===== config.mk =====
export PLATFORM = sky130hd
export DESIGN_NAME = cpu_run_ctrl
export DESIGN_NICKNAME = d
export VERILOG_FILES = /design/src/rtl/cpu_run_ctrl_pkg.sv /design/src/rtl/btn_edge.sv /design/src/rtl/cpu_run_ctrl.sv
export SDC_FILE = /design/constraint.sdc
export NUM_CORES = 1
export LEC_CHECK = 0
export ABC_AREA = 1
export CAP_MARGIN = 10
export CELL_PAD_IN_SITES_DETAIL_PLACEMENT = 0
export CELL_PAD_IN_SITES_GLOBAL_PLACEMENT = 1
export CORE_ASPECT_RATIO = 1.25
export CORE_MARGIN = 10
export CORE_UTILIZATION = 33
export DETAILED_ROUTE_END_ITERATION = 6
export PLACE_DENSITY_LB_ADDON = 0.05
export SYNTH_ARGS = -nofsm -noshare
export SYNTH_HDL_FRONTEND = slang
export SYNTH_SLANG_ARGS = --single-unit

===== constraint.sdc =====
create_clock -name clk -period 1.6 [get_ports clk]
set_clock_uncertainty 0.1 [all_clocks]
set_input_delay 0.24 -clock clk [delete_from_list [all_inputs] [get_ports clk]]
set_output_delay 0.24 -clock clk [all_outputs]
set_load 0.02 [all_outputs]

===== src/rtl/cpu_run_ctrl_pkg.sv =====
// Shared types and constants for the CPU run controller.
// BREAKPOINT_EN (optional macro) adds breakpoint ports and the skip flag in cpu_run_ctrl.
package cpu_run_ctrl_pkg;

    localparam int unsigned PC_W    = 4;
    localparam int unsigned INSTR_W = 8;
    localparam int unsigned OP_W    = 4;
    localparam int unsigned STATE_W = 3;

    localparam logic [OP_W-1:0] OP_JMP = 4'b1001;

    typedef enum logic [STATE_W-1:0] {
        ST_HOLD = 3'd0,
        ST_IDLE = 3'd1,
        ST_RUN  = 3'd2,
        ST_STEP = 3'd3,
        ST_HALT = 3'd4
    } state_t;

    typedef struct packed {
        logic clr;
        logic halt;
        logic step;
        logic run;
    } btn_pulse_t;

    // A jump whose target equals its own address means the CPU has stopped itself.
    function automatic logic is_self_jump(input logic [INSTR_W-1:0] instr,
                                          input logic [PC_W-1:0]    pc);
        return (instr[INSTR_W-1:PC_W] == OP_JMP) && (instr[PC_W-1:0] == pc);
    endfunction

endpackage


===== src/rtl/btn_edge.sv =====
// Button synchronizer followed by a rising-edge detector producing a registered 1-cycle pulse.
module btn_edge #(
    parameter int unsigned SYNC_STAGES = 2
) (
    input  logic clk,
    input  logic reset,
    input  logic btn,
    output logic pulse
);

    logic [SYNC_STAGES-1:0] sync_q;
    logic                   prev_q;

    always_ff @(posedge clk or negedge reset) begin
        if (!reset) begin
            sync_q <= '0;
            prev_q <= 1'b0;
            pulse  <= 1'b0;
        end else begin
            sync_q <= SYNC_STAGES'({sync_q, btn});
            prev_q <= sync_q[SYNC_STAGES-1];
            pulse  <= sync_q[SYNC_STAGES-1] & ~prev_q;
        end
    end

endmodule


===== src/rtl/cpu_run_ctrl.sv =====
// Run/step/halt controller for a small CPU: button handling, CPU reset sequencing and cycle count.
// Optional macro BREAKPOINT_EN adds bp_addr/bp_valid and a PC breakpoint in RUN.
module cpu_run_ctrl
    import cpu_run_ctrl_pkg::*;
#(
    parameter int unsigned RST_CYC     = 4,
    parameter int unsigned CNT_W       = 16,
    parameter int unsigned SYNC_STAGES = 2
) (
    input  logic               clk,
    input  logic               reset,
    input  logic               run_btn,
    input  logic               step_btn,
    input  logic               halt_btn,
    input  logic               clr_btn,
    input  logic [PC_W-1:0]    pc,
    input  logic [INSTR_W-1:0] instr,
`ifdef BREAKPOINT_EN
    input  logic [PC_W-1:0]    bp_addr,
    input  logic               bp_valid,
`endif
    output logic               cpu_en,
    output logic               cpu_rst_n,
    output logic [STATE_W-1:0] state,
    output logic               halted,
    output logic [CNT_W-1:0]   cycle_cnt
);

    localparam int unsigned HOLD_W = (RST_CYC > 1) ? $clog2(RST_CYC) : 1;
    localparam logic [HOLD_W-1:0] HOLD_LAST = HOLD_W'(RST_CYC - 1);

    state_t            state_q, state_d;
    logic [HOLD_W-1:0] hold_q, hold_d;
    logic [CNT_W-1:0]  cnt_d;
    btn_pulse_t        btn_p;
    logic              run_p, step_p, halt_p, clr_p;
    logic              bp_hit;
    logic              self_jmp;

    btn_edge #(.SYNC_STAGES(SYNC_STAGES)) u_run_edge (
        .clk   (clk),
        .reset (reset),
        .btn   (run_btn),
        .pulse (run_p)
    );

    btn_edge #(.SYNC_STAGES(SYNC_STAGES)) u_step_edge (
        .clk   (clk),
        .reset (reset),
        .btn   (step_btn),
        .pulse (step_p)
    );

    btn_edge #(.SYNC_STAGES(SYNC_STAGES)) u_halt_edge (
        .clk   (clk),
        .reset (reset),
        .btn   (halt_btn),
        .pulse (halt_p)
    );

    btn_edge #(.SYNC_STAGES(SYNC_STAGES)) u_clr_edge (
        .clk   (clk),
        .reset (reset),
        .btn   (clr_btn),
        .pulse (clr_p)
    );

    assign btn_p = '{clr: clr_p, halt: halt_p, step: step_p, run: run_p};

    assign self_jmp = (state_q == ST_RUN) && is_self_jump(instr, pc);

`ifdef BREAKPOINT_EN
    logic skip_q, skip_d;

    // Skip lets the breakpointed instruction execute once after resuming from HALT.
    assign bp_hit = (state_q == ST_RUN) && bp_valid && (pc == bp_addr) && !skip_q;

    always_comb begin
        skip_d = skip_q;
        if (state_d == ST_HOLD) begin
            skip_d = 1'b0;
        end else if ((state_q == ST_HALT) && ((state_d == ST_RUN) || (state_d == ST_STEP))) begin
            skip_d = 1'b1;
        end else if (cpu_en) begin
            skip_d = 1'b0;
        end
    end

    always_ff @(posedge clk or negedge reset) begin
        if (!reset) begin
            skip_q <= 1'b0;
        end else begin
            skip_q <= skip_d;
        end
    end
`else
    assign bp_hit = 1'b0;
`endif

    // CPU-facing controls decode straight from the registered state.
    assign cpu_en    = ((state_q == ST_RUN) && !bp_hit) || (state_q == ST_STEP);
    assign cpu_rst_n = (state_q != ST_HOLD);
    assign halted    = (state_q == ST_HALT);
    assign state     = state_q;

    always_ff @(posedge clk or negedge reset) begin
        if (!reset) begin
            state_q <= ST_HOLD;
            hold_q  <= '0;
        end else begin
            state_q <= state_d;
            hold_q  <= hold_d;
        end
    end

    // Next state; clr overrides everything, then halt > step > run.
    always_comb begin
        state_d = state_q;
        hold_d  = '0;
        case (state_q)
            ST_HOLD: begin
                if (hold_q == HOLD_LAST) begin
                    state_d = ST_IDLE;
                end else begin
                    hold_d = hold_q + 1'b1;
                end
            end
            ST_IDLE, ST_HALT: begin
                if (btn_p.step) begin
                    state_d = ST_STEP;
                end else if (btn_p.run) begin
                    state_d = ST_RUN;
                end
            end
            ST_RUN: begin
                if (btn_p.halt || bp_hit || self_jmp) begin
                    state_d = ST_HALT;
                end
            end
            ST_STEP: begin
                state_d = ST_HALT;
            end
            default: begin
                state_d = ST_HOLD;
            end
        endcase
        if (btn_p.clr) begin
            state_d = ST_HOLD;
            hold_d  = '0;
        end
    end

    // Enabled-cycle counter: saturating, zeroed on entry to and during HOLD.
    always_comb begin
        cnt_d = cycle_cnt;
        if (state_d == ST_HOLD) begin
            cnt_d = '0;
        end else if (cpu_en && (cycle_cnt != '1)) begin
            cnt_d = cycle_cnt + 1'b1;
        end
    end

    always_ff @(posedge clk or negedge reset) begin
        if (!reset) begin
            cycle_cnt <= '0;
        end else begin
            cycle_cnt <= cnt_d;
        end
    end

endmodule


==> metrics <==
post-synth top area share=0.497; starting utilization of the core area=0.343; Hold Path Class=reg2reg; final worst slack=-78.2 ps; ANT cells=0; Clock Latency Late Sink=290 ps; H-tree Lvls=2; failing checks=negative setup slack; Hold Vio Cnt, Final=0; FFs w/ async S/R, synth=1.00; Worst-Margin Slew=roughly 240 ps; final design utilization=0.535; Placer Congestion=about 0.75; worst hold endpoint=u_halt_edge.sync_q[1]; share of cells above drive strength 1=0.371; first-pass GRT wire length=7600 um; startpoint types=flip-flop; DR WL/cell=about 12 um; most frequent cell after synthesis=nand2_1; Row Count=30; Worst R2R Setup Slack=-80 ps; Cell Area, Synth=around 0.0019 mm^2; initial antenna violation count=0; Gate Count Post-Synth=223; status=finished with violations; Synth Register Bits=37; Power Dens Cells=1060 mW/mm^2; Peak VDD IR=about 0.00057 V; Vias=about 1700; P_leak=1.46 nW; area grow syn2layout=56.2%; maxcap violations=0; vias in the first global route=between 1500 and 2000; gr usage total=0.102; crit path time final=around 1700 ps; WP data arrival=about 1800 ps; Clock Tree Buf Depth=2; remaining antenna violation count=0; Synth top cells by count=55 x nand2_1, 37 x dfrtp_1, 33 x nor2_1, 30 x inv_1, 12 x nor2_2; reg2reg path depth=10; yosys warns=0; # nets final=between 300 and 400; max-slew violations=0; DRC=0; core area=around 0.0054 mm^2; final setup fails=16; top-level port count=40; kind of critical path=reg2reg; via/cell ratio=approximately 4.4; register area share after synthesis=0.497; setup_tns=-534 ps; Synth area leaders=dfrtp_1 50%, nand2_1 11%, nor2_1 6.6%; root buffer cell=clkbuf_8; Netlist cell types=28; die area=around 0.0091 mm^2; Mapped Nets=243; Main synth FF type=dfrtp_1; CTS tree=yes; WL final=~4400 um; Crit path required time=1680 ps; HP Start=u_halt_edge.sync_q[0]; r2r startpoint=cycle_cnt[0]; Num CTS Buffers=5; die height=~100 um; crit share post-route=1.05; Post-synth EDFFs=0; pin count of the biggest net entering global routing=38; crit path max fanout=6; Synth area leader=dfrtp_1; DP Wirelength=3360 um; Starting DRT DRC Count=approximately 60; Hold Crit Depth=0; Avg Inst Size Synth=about 8.4 um^2; Rel. slew slack=0.837; Port Buf Inserts=39; crit path capture type=flip-flop; clk sinks=37; setup repair after global routing missed its margin=true; Die Wd=~87 um; first drt pass iteration count=4; r2r endpoint=cycle_cnt[12]; grt total ovfl=0; Peak Freq=0.596 GHz; clock transition at the registers of the reported paths=roughly 80 ps
[layer usage]
| metal | routed length (um) | global-route usage |
|---|---|---|
| met1 | 1810 | 0.116 |
| met2 | 2200 | 0.167 |
| met3 | 336 | 0.0392 |
| met4 | 56 | 0.0377 |
| met5 | 0 | 0 |
[worst max path at each step]
stage	from	endpoint	slack [ps]	cells past startpoint
2_1_floorplan	cycle_cnt[1]	cycle_cnt[7]	-70	9
3_3_place_gp	instr[2]	cycle_cnt[0]	-310	12
3_5_place_dp	instr[2]	cycle_cnt[6]	-340	12
4_1_cts	cycle_cnt[0]	cycle_cnt[10]	-100	10
5_1_grt	cycle_cnt[0]	cycle_cnt[10]	-170	10
6_report	cycle_cnt[0]	cycle_cnt[12]	-80	10
[cells by family (layout without fill, tap and decap cells)]
| kind of cell | after synthesis | after routing | synth area share |
|---|---|---|---|
| AND/OR/NAND/NOR | 126 | 126 | 0.317 |
| AO/OA/AOI/OAI | 13 | 13 | 0.0544 |
| XOR/XNOR | 6 | 6 | 0.0282 |
| buffers and inverters | 39 | 131 | 0.0906 |
| adder cells (fa/ha/maj) | 2 | 2 | 0.0134 |
| flip-flops | 37 | 37 | 0.497 |
[worst max-delay path: stages (launching register included)]
cell     delay [ps]
dfrtp_2         400
ha_4            150
nand2_4          70
nor2_4          100
nand2_2          80
buf_6           130
o21ai_4         140
buf_6           160
nor2_2           40
xor2_1          140
nor2_2           50
[registers in the layout, summed over array words and instances, names as in the netlist]
register	flops
u_clr_edge.sync_q	2
u_halt_edge.pulse	1
u_clr_edge.prev_q	1
state	3
u_step_edge.pulse	1
u_run_edge.sync_q	2
hold_q	2
u_run_edge.pulse	1
u_run_edge.prev_q	1
u_halt_edge.sync_q	2
u_step_edge.prev_q	1
cycle_cnt	16
u_clr_edge.pulse	1
u_halt_edge.prev_q	1
u_step_edge.sync_q	2
[through the flow]
step                total power, mW  instances  cell area [um^2]  worst slack (ps)  hold slack, ps
floorplan                      1.79        223              1910             -69.7            -156
global placement               2.37        364              2680              -310             118
detailed placement             2.38        364              2680              -337             120
CTS                            3.07        376              2850              -105             253
global route                   3.29        379              2910              -171             256
finish                         3.08        379              2910             -78.2             250
[power breakdown]
group | internal (mW) | switching [mW]
Sequential | 1.01 | 0.0469
Clock | 0.307 | 0.337
Combinational | 0.609 | 0.767
[area by class of cell]
cell class,instances,area (um^2)
Tap cell,64,80.1
Sequential cell,37,931
Clock buffer,6,72.6
Multi-Input combinational cell,147,907
Timing Repair Buffer,87,768
Fill cell,529,2530
Inverter,36,138
Clock inverter,2,15.0
[what timing repair did]
item                                    in CTS  in global routing
hold buffers                                 1                  0
pin swaps                                   18                  5
setup buffers                                3                  3
resized for setup                           49                 18
endpoints found under the hold margin       37                  0
endpoints found under the setup margin      38                 19
[layout by cell type, fill, tap and decap left out, drive strengths merged]
| cell type | count |
|---|---|
| nand3 | 9 |
| dfrtp | 37 |
| buf | 52 |
| o21ai | 4 |
| nand2 | 60 |
| nor2 | 47 |
| clkdlybuf4s50 | 16 |
| nand4 | 3 |
| nor3 | 6 |
| inv | 36 |
| dlygate4sd2 | 16 |
| a21oi | 1 |
| a21boi | 1 |
| clkinvlp | 2 |
| o31ai | 2 |
| o21a | 1 |
| nor4 | 1 |
| ha | 2 |
| a22o | 1 |
| xor2 | 4 |
| clkdlybuf4s15 | 2 |
| xnor2 | 2 |
| clkbuf | 6 |
| dlygate4sd3 | 1 |
| o21bai | 3 |
Power figures use the tool's default switching activity.
